### src/rtl/iwm_write_serializer.sv
// IWM write path: buffers CPU-written bytes and shifts them MSB-first onto an NRZI write line.
// Optional IWM_WR_SYNC_PAD_EN: on underrun, pad with 8'hFF sync bytes instead of halting.
module iwm_write_serializer #(
  parameter int BIT_CELL_CEN = 16,
  parameter int CNT_W        = 5
) (
  input  logic       clk,
  input  logic       _reset,
  input  logic       cen,
  input  logic       wrEnable,
  input  logic       dataStrobe,
  input  logic [7:0] dataIn,
  output logic       _iwmBusy,
  output logic       _writeUnderrun,
  output logic       wrData,
  output logic       wrBitStrobe,
  output logic       byteDone,
  output logic [7:0] byteOut
);

  typedef enum logic [1:0] {IDLE, SHIFT, UNDERRUN} state_t;

  localparam logic [CNT_W-1:0] CELL_RELOAD = CNT_W'(BIT_CELL_CEN - 1);

  state_t           state, state_nxt;
  logic [7:0]       buf_dat;
  logic [7:0]       shreg;     // bit 7 is the next bit to emit
  logic [7:0]       cur_byte;
  logic [CNT_W-1:0] cell_cnt;
  logic [3:0]       cell_num;  // cells already started in the current byte
  logic             buf_full;
  logic             load, take_buf, cell_start, boundary, underrun_set;
  logic [7:0]       byte_src;

  assign buf_full = ~_iwmBusy;

  always_ff @(posedge clk or negedge _reset) begin
    if (!_reset) state <= IDLE;
    else         state <= state_nxt;
  end

  always_comb begin
    state_nxt    = state;
    load         = 1'b0;
    take_buf     = 1'b0;
    cell_start   = 1'b0;
    boundary     = 1'b0;
    underrun_set = 1'b0;
    byte_src     = buf_dat;
    if (!wrEnable) begin
      state_nxt = IDLE;
    end else if (cen) begin
      case (state)
        IDLE: begin
          if (buf_full) begin
            load       = 1'b1;
            take_buf   = 1'b1;
            cell_start = 1'b1;
            state_nxt  = SHIFT;
          end
        end
        SHIFT: begin
          if (cell_cnt == '0) begin
            cell_start = 1'b1;
            if (cell_num == 4'd8) begin
              boundary = 1'b1;
              if (buf_full) begin
                load     = 1'b1;
                take_buf = 1'b1;
              end else begin
                underrun_set = 1'b1;
`ifdef IWM_WR_SYNC_PAD_EN
                load     = 1'b1;
                byte_src = 8'hFF;
`else
                cell_start = 1'b0;
                state_nxt  = UNDERRUN;
`endif
              end
            end
          end
        end
        default: ;
      endcase
    end
  end

  always_ff @(posedge clk or negedge _reset) begin
    if (!_reset) begin
      _iwmBusy       <= 1'b1;
      _writeUnderrun <= 1'b1;
      wrData         <= 1'b0;
      wrBitStrobe    <= 1'b0;
      byteDone       <= 1'b0;
      byteOut        <= 8'h00;
      buf_dat        <= 8'h00;
      shreg          <= 8'h00;
      cur_byte       <= 8'h00;
      cell_cnt       <= '0;
      cell_num       <= 4'd0;
    end else begin
      wrBitStrobe <= 1'b0;
      byteDone    <= 1'b0;
      if (!wrEnable) begin
        // Abort: partial byte is discarded, line level and last byteOut are kept
        _iwmBusy       <= 1'b1;
        _writeUnderrun <= 1'b1;
      end else begin
        // A strobe coinciding with a transfer wins: shifter takes the old byte, new one stays buffered
        if (dataStrobe) begin
          buf_dat  <= dataIn;
          _iwmBusy <= 1'b0;
        end else if (take_buf) begin
          _iwmBusy <= 1'b1;
        end
        if (underrun_set) _writeUnderrun <= 1'b0;
        if (boundary) begin
          byteDone <= 1'b1;
          byteOut  <= cur_byte;
        end
        if (cell_start) begin
          wrBitStrobe <= 1'b1;
          cell_cnt    <= CELL_RELOAD;
          if (load) begin
            shreg    <= byte_src << 1;
            cur_byte <= byte_src;
            cell_num <= 4'd1;
            wrData   <= wrData ^ byte_src[7];
          end else begin
            shreg    <= shreg << 1;
            cell_num <= cell_num + 4'd1;
            wrData   <= wrData ^ shreg[7];
          end
        end else if (cen && state == SHIFT) begin
          cell_cnt <= cell_cnt - CNT_W'(1);
        end
      end
    end
  end

endmodule

### config.mk
export PLATFORM = sky130hd
export DESIGN_NAME = iwm_write_serializer
export DESIGN_NICKNAME = d
export VERILOG_FILES = /design/src/rtl/iwm_write_serializer.sv
export SDC_FILE = /design/constraint.sdc
export NUM_CORES = 1
export LEC_CHECK = 0
export CAP_MARGIN = 20
export CORE_AREA = 5 5 77 79
export CTS_BUF_LIST = sky130_fd_sc_hd__clkbuf_4
export DETAILED_ROUTE_END_ITERATION = 7
export DIE_AREA = 0 0 82 84
export SYNTH_ARGS = -nofsm -noshare
export SYNTH_HDL_FRONTEND = slang
export SYNTH_SLANG_ARGS = --single-unit
### constraint.sdc
create_clock -name clk -period 2.38 [get_ports clk]
set_input_delay 0.476 -clock clk [delete_from_list [all_inputs] [get_ports clk]]
set_output_delay 0.476 -clock clk [all_outputs]
set_load 0.03 [all_outputs]
==> impl_metrics.env, run 1 <==
export IMPL_final_nets=211
export IMPL_num_rows=27
export IMPL_worst_setup_path_type="reg -> reg"
export IMPL_ant_nets=0
export IMPL_dieWidth_um=82
export IMPL_rrSetupSlack_ns=0.16
export IMPL_cts_root_buffer="clkbuf_4"
export IMPL_worst_pin_slew_ns=0.572
export IMPL_pin_count=26
export IMPL_critPathCaptureType="flop"
export IMPL_ctsHoldBuffers=0
export IMPL_first_global_vias=1343
export IMPL_antenna_cells=0
export IMPL_r2r_cells=7
export IMPL_period_needed_ns=2.22
export IMPL_final_cells=267
export IMPL_synth_simple_area_share_pct=10.2
export IMPL_cts_sinks=47
export IMPL_layout_commonest_cell="dfrtp_1"
export IMPL_htree_levels=2
export IMPL_synth_ff_type="dfrtp_1"
export IMPL_status="finished, final reports clean"
export IMPL_io_buffers=25
export IMPL_synth_fp_nets=173
export IMPL_syn_area_sq_mm=0.00200
export IMPL_design_die_area_sq_mm=0.00689
export IMPL_grt_max_degree=48
export IMPL_drc=0
export IMPL_ys_ff_latch=47
export IMPL_drt_total_wl_um=3600
export IMPL_placed_cells=259
export IMPL_layout_common_cells="45 x dfrtp_1, 24 x clkdlybuf4s50_1, 23 x mux2_2"
export IMPL_worstSetupStartpointType="flop"
export IMPL_final_hold_viol_count=0
export IMPL_synth_mux_area_share_pct=13.0
export IMPL_r2r_start="cell_cnt[0]"
export IMPL_rsz0062_at_grt="false"
export IMPL_dp_slack_ns=0.0756
export IMPL_place_gp_congestion=0.777
export IMPL_synthArstFlopShare_pct=100
export IMPL_grt_pass1_wl_um=6330
export IMPL_fmax_mhz=450
export IMPL_grt_antenna_before_repair=0
export IMPL_clk_pin_slew_worst_paths_ns=0.13
export IMPL_p_total_mw=1.80
export IMPL_finalWorstSetupSlack_ns=0.160
export IMPL_max_slew_margin_pct=61.8
export IMPL_drv_cap=0
export IMPL_areaGrowthSynthToFinish_pct=24.3
export IMPL_drive_gt1_share_pct=25.6
export IMPL_p_leak_nw=1.12
export IMPL_critical_path_max_fanout=18
export IMPL_tns_ns=0
export IMPL_dr_pass1_iters=5
export IMPL_finalHoldWorstSlack_ns=0.187
export IMPL_slew_viol_final=0
export IMPL_dieHeight_um=84
export IMPL_synthCells=156
export IMPL_synth_top_family_by_area="multiplexers"
export IMPL_synth_enable_flop_cells=0
export IMPL_synth_area_per_cell_sq_um=12.8
export IMPL_multiInputGateArea_sq_um=747
export IMPL_clockBufferDepth=2
export IMPL_wl_per_cell_um=13.5
export IMPL_synth_warnings=0
export IMPL_detail_route_iter0_violations=72
export IMPL_viasPerCell=5.04
export IMPL_skew_ns=0.0108
export IMPL_grt_overflow=0
export IMPL_synth_distinct_cells=34
export IMPL_cts_buffers=5
export IMPL_post_route_period_util_pct=93.3
export IMPL_seq_area_sq_mm=0.00118
export IMPL_track_usage_pct=11.8
export IMPL_holdCritPathClass="in -> async"
export IMPL_dpl_hpwl_um=2560
export IMPL_cts_tree="done"
export IMPL_synth_compound_area_share_pct=8.53
export IMPL_finalSetupViolations=0
export IMPL_synth_xor_area_share_pct=3.07
export IMPL_yosysSeqAreaShare_pct=59.1
export IMPL_coreArea_sq_mm=0.00527
export IMPL_rr_endpoint="cur_byte[1]"
export IMPL_clk_latency_ns=0.36
export IMPL_power_density_mw_per_mm2=728
export IMPL_cp_data_required_time_ns=2.63
export IMPL_synthAdderAreaFrac_pct=2.51
export IMPL_peakVddDrop_mv=0.367
export IMPL_via_count=1347
export IMPL_crit_arrival_ns=2.47
export IMPL_fillers=497
export IMPL_initial_core_util_pct=37.9
==> flip-flops by register name, indices dropped and copies added, names as in the netlist <==
name and flops:
_iwmBusy 1, _writeUnderrun 1, buf_dat 8, byteDone 1, byteOut 8, cell_cnt 5
cell_num 4, cur_byte 8, shreg 7, state 2, wrBitStrobe 1, wrData 1
==> power breakdown <==
| group | internal [mW] | switching [mW] |
|---|---|---|
| sequential | 0.936 | 0.0927 |
| combinational | 0.162 | 0.131 |
| clock | 0.233 | 0.251 |
| total | 1.33 | 0.474 |
==> worst max-delay path by stage <==
stage	depth (start not counted)	start	end	slack, ns
after floorplan	6	cell_cnt[0]	cur_byte[0]	0.24
after global placement	6	cen	byteOut[3]	0.12
after detailed placement	6	cen	shreg[2]	0.08
after CTS	7	cell_cnt[0]	cur_byte[1]	0.14
after global routing	7	cell_cnt[0]	cur_byte[1]	0.02
final	7	cell_cnt[0]	cur_byte[1]	0.16
==> synth_stat cells (all sizes together), types with 3 or more instances <==
cell type	n	area, sq um
xor2	4	35.0
nand2	7	26.3
o21ai	7	38.8
inv	13	48.8
ha	4	50.1
nor2	6	25.0
nand3	6	30.0
mux2	23	259
dfrtp	45	1130
a21oi	6	41.3
a222oi	6	60.1
xnor2	3	26.3
==> worst max-delay path, stage by stage (launching register included) <==
cell,delay [ns]
dfrtp_1,0.40
inv_1,0.11
ha_1,0.15
or4b_4,0.50
o21ai_2,0.21
nor3b_4,0.24
buf_12,0.18
mux2_2,0.34
==> per-layer routing <==
layer | up-vias | wire length (um) | GRT usage (%)
li1 | 629 | - | -
met2 | 34 | 1700 | 17.4
met4 | 0 | 15 | 3.47
met3 | 2 | 231 | 4.43
met5 | - | 0 | 0
met1 | 682 | 1660 | 16.1
==> logic make-up (layout without fill, tap and decap cells) <==
kind of cell               Yosys count  count (layout)
AOI/OAI and AO/OA                   23              23
buffers and inverters               17              56
muxes                               23              23
and+or+nand+nor                     35              35
adders and majority gates            4               4
xor gates and xnor gates             7               7
DFF                                 47              47
==> what timing repair did <==
| item | CTS | global route |
|---|---|---|
| buffers inserted | 0 | 0 |
| resized for setup | 0 | 1 |
| setup endpoints to repair | 0 | 1 |
==> per-stage QoR <==
stage | area, sq um | utilization, %
finish | 2480 | 47.1
global route | 2480 | 47.1
CTS | 2480 | 47.0
detailed placement | 2390 | 45.4
global placement | 2390 | 45.4
floorplan | 2000 | -
==> layout make-up <==
class / count / share of cell area (%)
Inverter: 13 / 1.97
Tap cell: 72 / 3.63
Clock inverter: 2 / 1.51
Multi-Input combinational cell: 92 / 30.1
Timing Repair Buffer: 35 / 13.4
Sequential cell: 47 / 47.5
Clock buffer: 6 / 1.82
(Power assumes the default switching activity.)
==> run 2, diff against run 1 <==
CAP_MARGIN = 5   (was 20)
CORE_AREA = 5 5 106 58   (was 5 5 77 79)
DIE_AREA = 0 0 111 63   (was 0 0 82 84)
==> impl_metrics.env, run 2 (synthesis results as in run 1) <==
export IMPL_crit_arrival_ns=2.54
export IMPL_worstSetupStartpointType="flop"
export IMPL_first_global_vias=1382
export IMPL_viasPerCell=4.92
export IMPL_clk_pin_slew_worst_paths_ns=0.13
export IMPL_dieWidth_um=111
export IMPL_antenna_cells=0
export IMPL_clk_latency_ns=0.36
export IMPL_initial_core_util_pct=38.3
export IMPL_final_nets=211
export IMPL_skew_ns=0.00831
export IMPL_use_met3_pct=4.45
export IMPL_critical_path_max_fanout=18
export IMPL_rsz0062_at_grt="false"
export IMPL_cp_data_required_time_ns=2.63
export IMPL_grt_antenna_before_repair=0
export IMPL_cts_tree="done"
export IMPL_dp_slack_ns=0.0525
export IMPL_finalWorstSetupSlack_ns=0.0980
export IMPL_pin_count=26
export IMPL_num_rows=19
export IMPL_place_gp_congestion=0.839
export IMPL_drv_cap=0
export IMPL_drt_total_wl_um=3960
export IMPL_ant_nets=0
export IMPL_post_route_period_util_pct=95.9
export IMPL_fmax_mhz=438
export IMPL_drc=0
export IMPL_status="finished, final reports clean"
export IMPL_final_hold_viol_count=0
export IMPL_critPathCaptureType="flop"
export IMPL_worstHoldPathCells=1
export IMPL_io_buffers=25
export IMPL_layout_commonest_cell="dfrtp_1"
export IMPL_layout_common_cells="45 x dfrtp_1, 24 x clkdlybuf4s50_1, 23 x mux2_2"
export IMPL_busiest_layer="met1"
export IMPL_r2r_cells=7
export IMPL_peakVddDrop_mv=0.271
export IMPL_grt_max_degree=24
export IMPL_via_count=1319
export IMPL_grt_use_met2_pct=16.5
export IMPL_htree_levels=2
export IMPL_holdCritPathClass="reg -> reg"
export IMPL_met1_usage_pct=18.1
export IMPL_coreArea_sq_mm=0.00521
export IMPL_cts_buffers=5
export IMPL_dieHeight_um=63
export IMPL_cts_root_buffer="clkbuf_4"
export IMPL_slew_viol_final=0
export IMPL_clockBufferDepth=2
export IMPL_worst_setup_path_type="reg -> reg"
export IMPL_grt_pass1_wl_um=6870
export IMPL_grt_overflow=0
export IMPL_max_slew_margin_pct=73.8
export IMPL_power_density_mw_per_mm2=724
export IMPL_wl_per_cell_um=14.8
export IMPL_dpl_hpwl_um=2890
export IMPL_postCtsSetupBuffers=0
export IMPL_dr_pass1_iters=5
export IMPL_p_leak_nw=1.12
export IMPL_biggestRegsByFlops="buf_dat (8), byteOut (8), cur_byte (8)"
export IMPL_drive_gt1_share_pct=24.6
export IMPL_detail_route_iter0_violations=111
export IMPL_cts_sinks=47
export IMPL_worst_pin_slew_ns=0.393
export IMPL_finalSetupViolations=0
export IMPL_areaGrowthSynthToFinish_pct=24.5
export IMPL_tns_ns=0
export IMPL_period_needed_ns=2.28
export IMPL_track_usage_pct=12.2
export IMPL_design_die_area_sq_mm=0.00699
## run 2: area by class of cell
type                       instances  area (sq um)
inverter                          13          48.8
clock inverter                     3          38.8
multi-input combinational         92           754
tap                               73          91.3
clock buffer                       5          37.5
sequential                        47          1180
fill                             464          2720
timing repair buffer              35           335
## run 2: path summary, 6_finish.rpt
path | start | endpoint | slack, ns
setup / recovery | cell_cnt[0] | cur_byte[1] | 0.1
hold / removal | wrData | wrData | 0.48
setup reg to reg | cell_cnt[0] | cur_byte[1] | 0.1
hold reg to reg | wrData | wrData | 0.48
max in group asynchronous | _reset | buf_dat[3] | 1.35
min in group asynchronous | _reset | byteOut[0] | 0.49
## run 2: per-stage QoR
step | power, mW | instance area (sq um) | hold slack [ns] | utilization (%) | cells
after floorplan | 1.22 | 2000 | 0.180 | - | 156
after global placement | 1.33 | 2390 | 0.337 | 45.9 | 259
after detailed placement | 1.35 | 2390 | 0.342 | 45.9 | 259
after CTS | 1.82 | 2470 | 0.480 | 47.5 | 268
after global routing | 1.90 | 2480 | 0.491 | 47.7 | 268
final | 1.80 | 2480 | 0.478 | 47.7 | 268
## run 2: worst max-delay path, stage by stage, from the launching register on
cell	delay [ns]
dfrtp_1	0.41
inv_1	0.12
ha_1	0.16
or4b_4	0.52
o21ai_4	0.20
nor3b_4	0.24
buf_12	0.18
mux2_2	0.34
## run 2: what timing repair did
action | in CTS | in global routing
endpoints found under the hold margin | 8 | 0
endpoints found under the setup margin | 0 | 9
gates resized for setup | 0 | 2
hold buffers | 1 | 0
## run 2: power by group
part | switching, mW | leakage, nW | internal [mW] | total [mW]
Combinational | 0.138 | 0.498 | 0.164 | 0.303
Clock | 0.249 | 0.0426 | 0.216 | 0.465
Sequential | 0.0968 | 0.581 | 0.936 | 1.03
Total | 0.484 | 1.12 | 1.32 | 1.80
## run 2: per-layer routing
| layer | vias up | wire length, um |
|---|---|---|
| li1 | 626 | - |
| met1 | 641 | 2060 |
| met2 | 42 | 1600 |
| met3 | 10 | 242 |
| met4 | 0 | 59 |
| met5 | - | 0 |
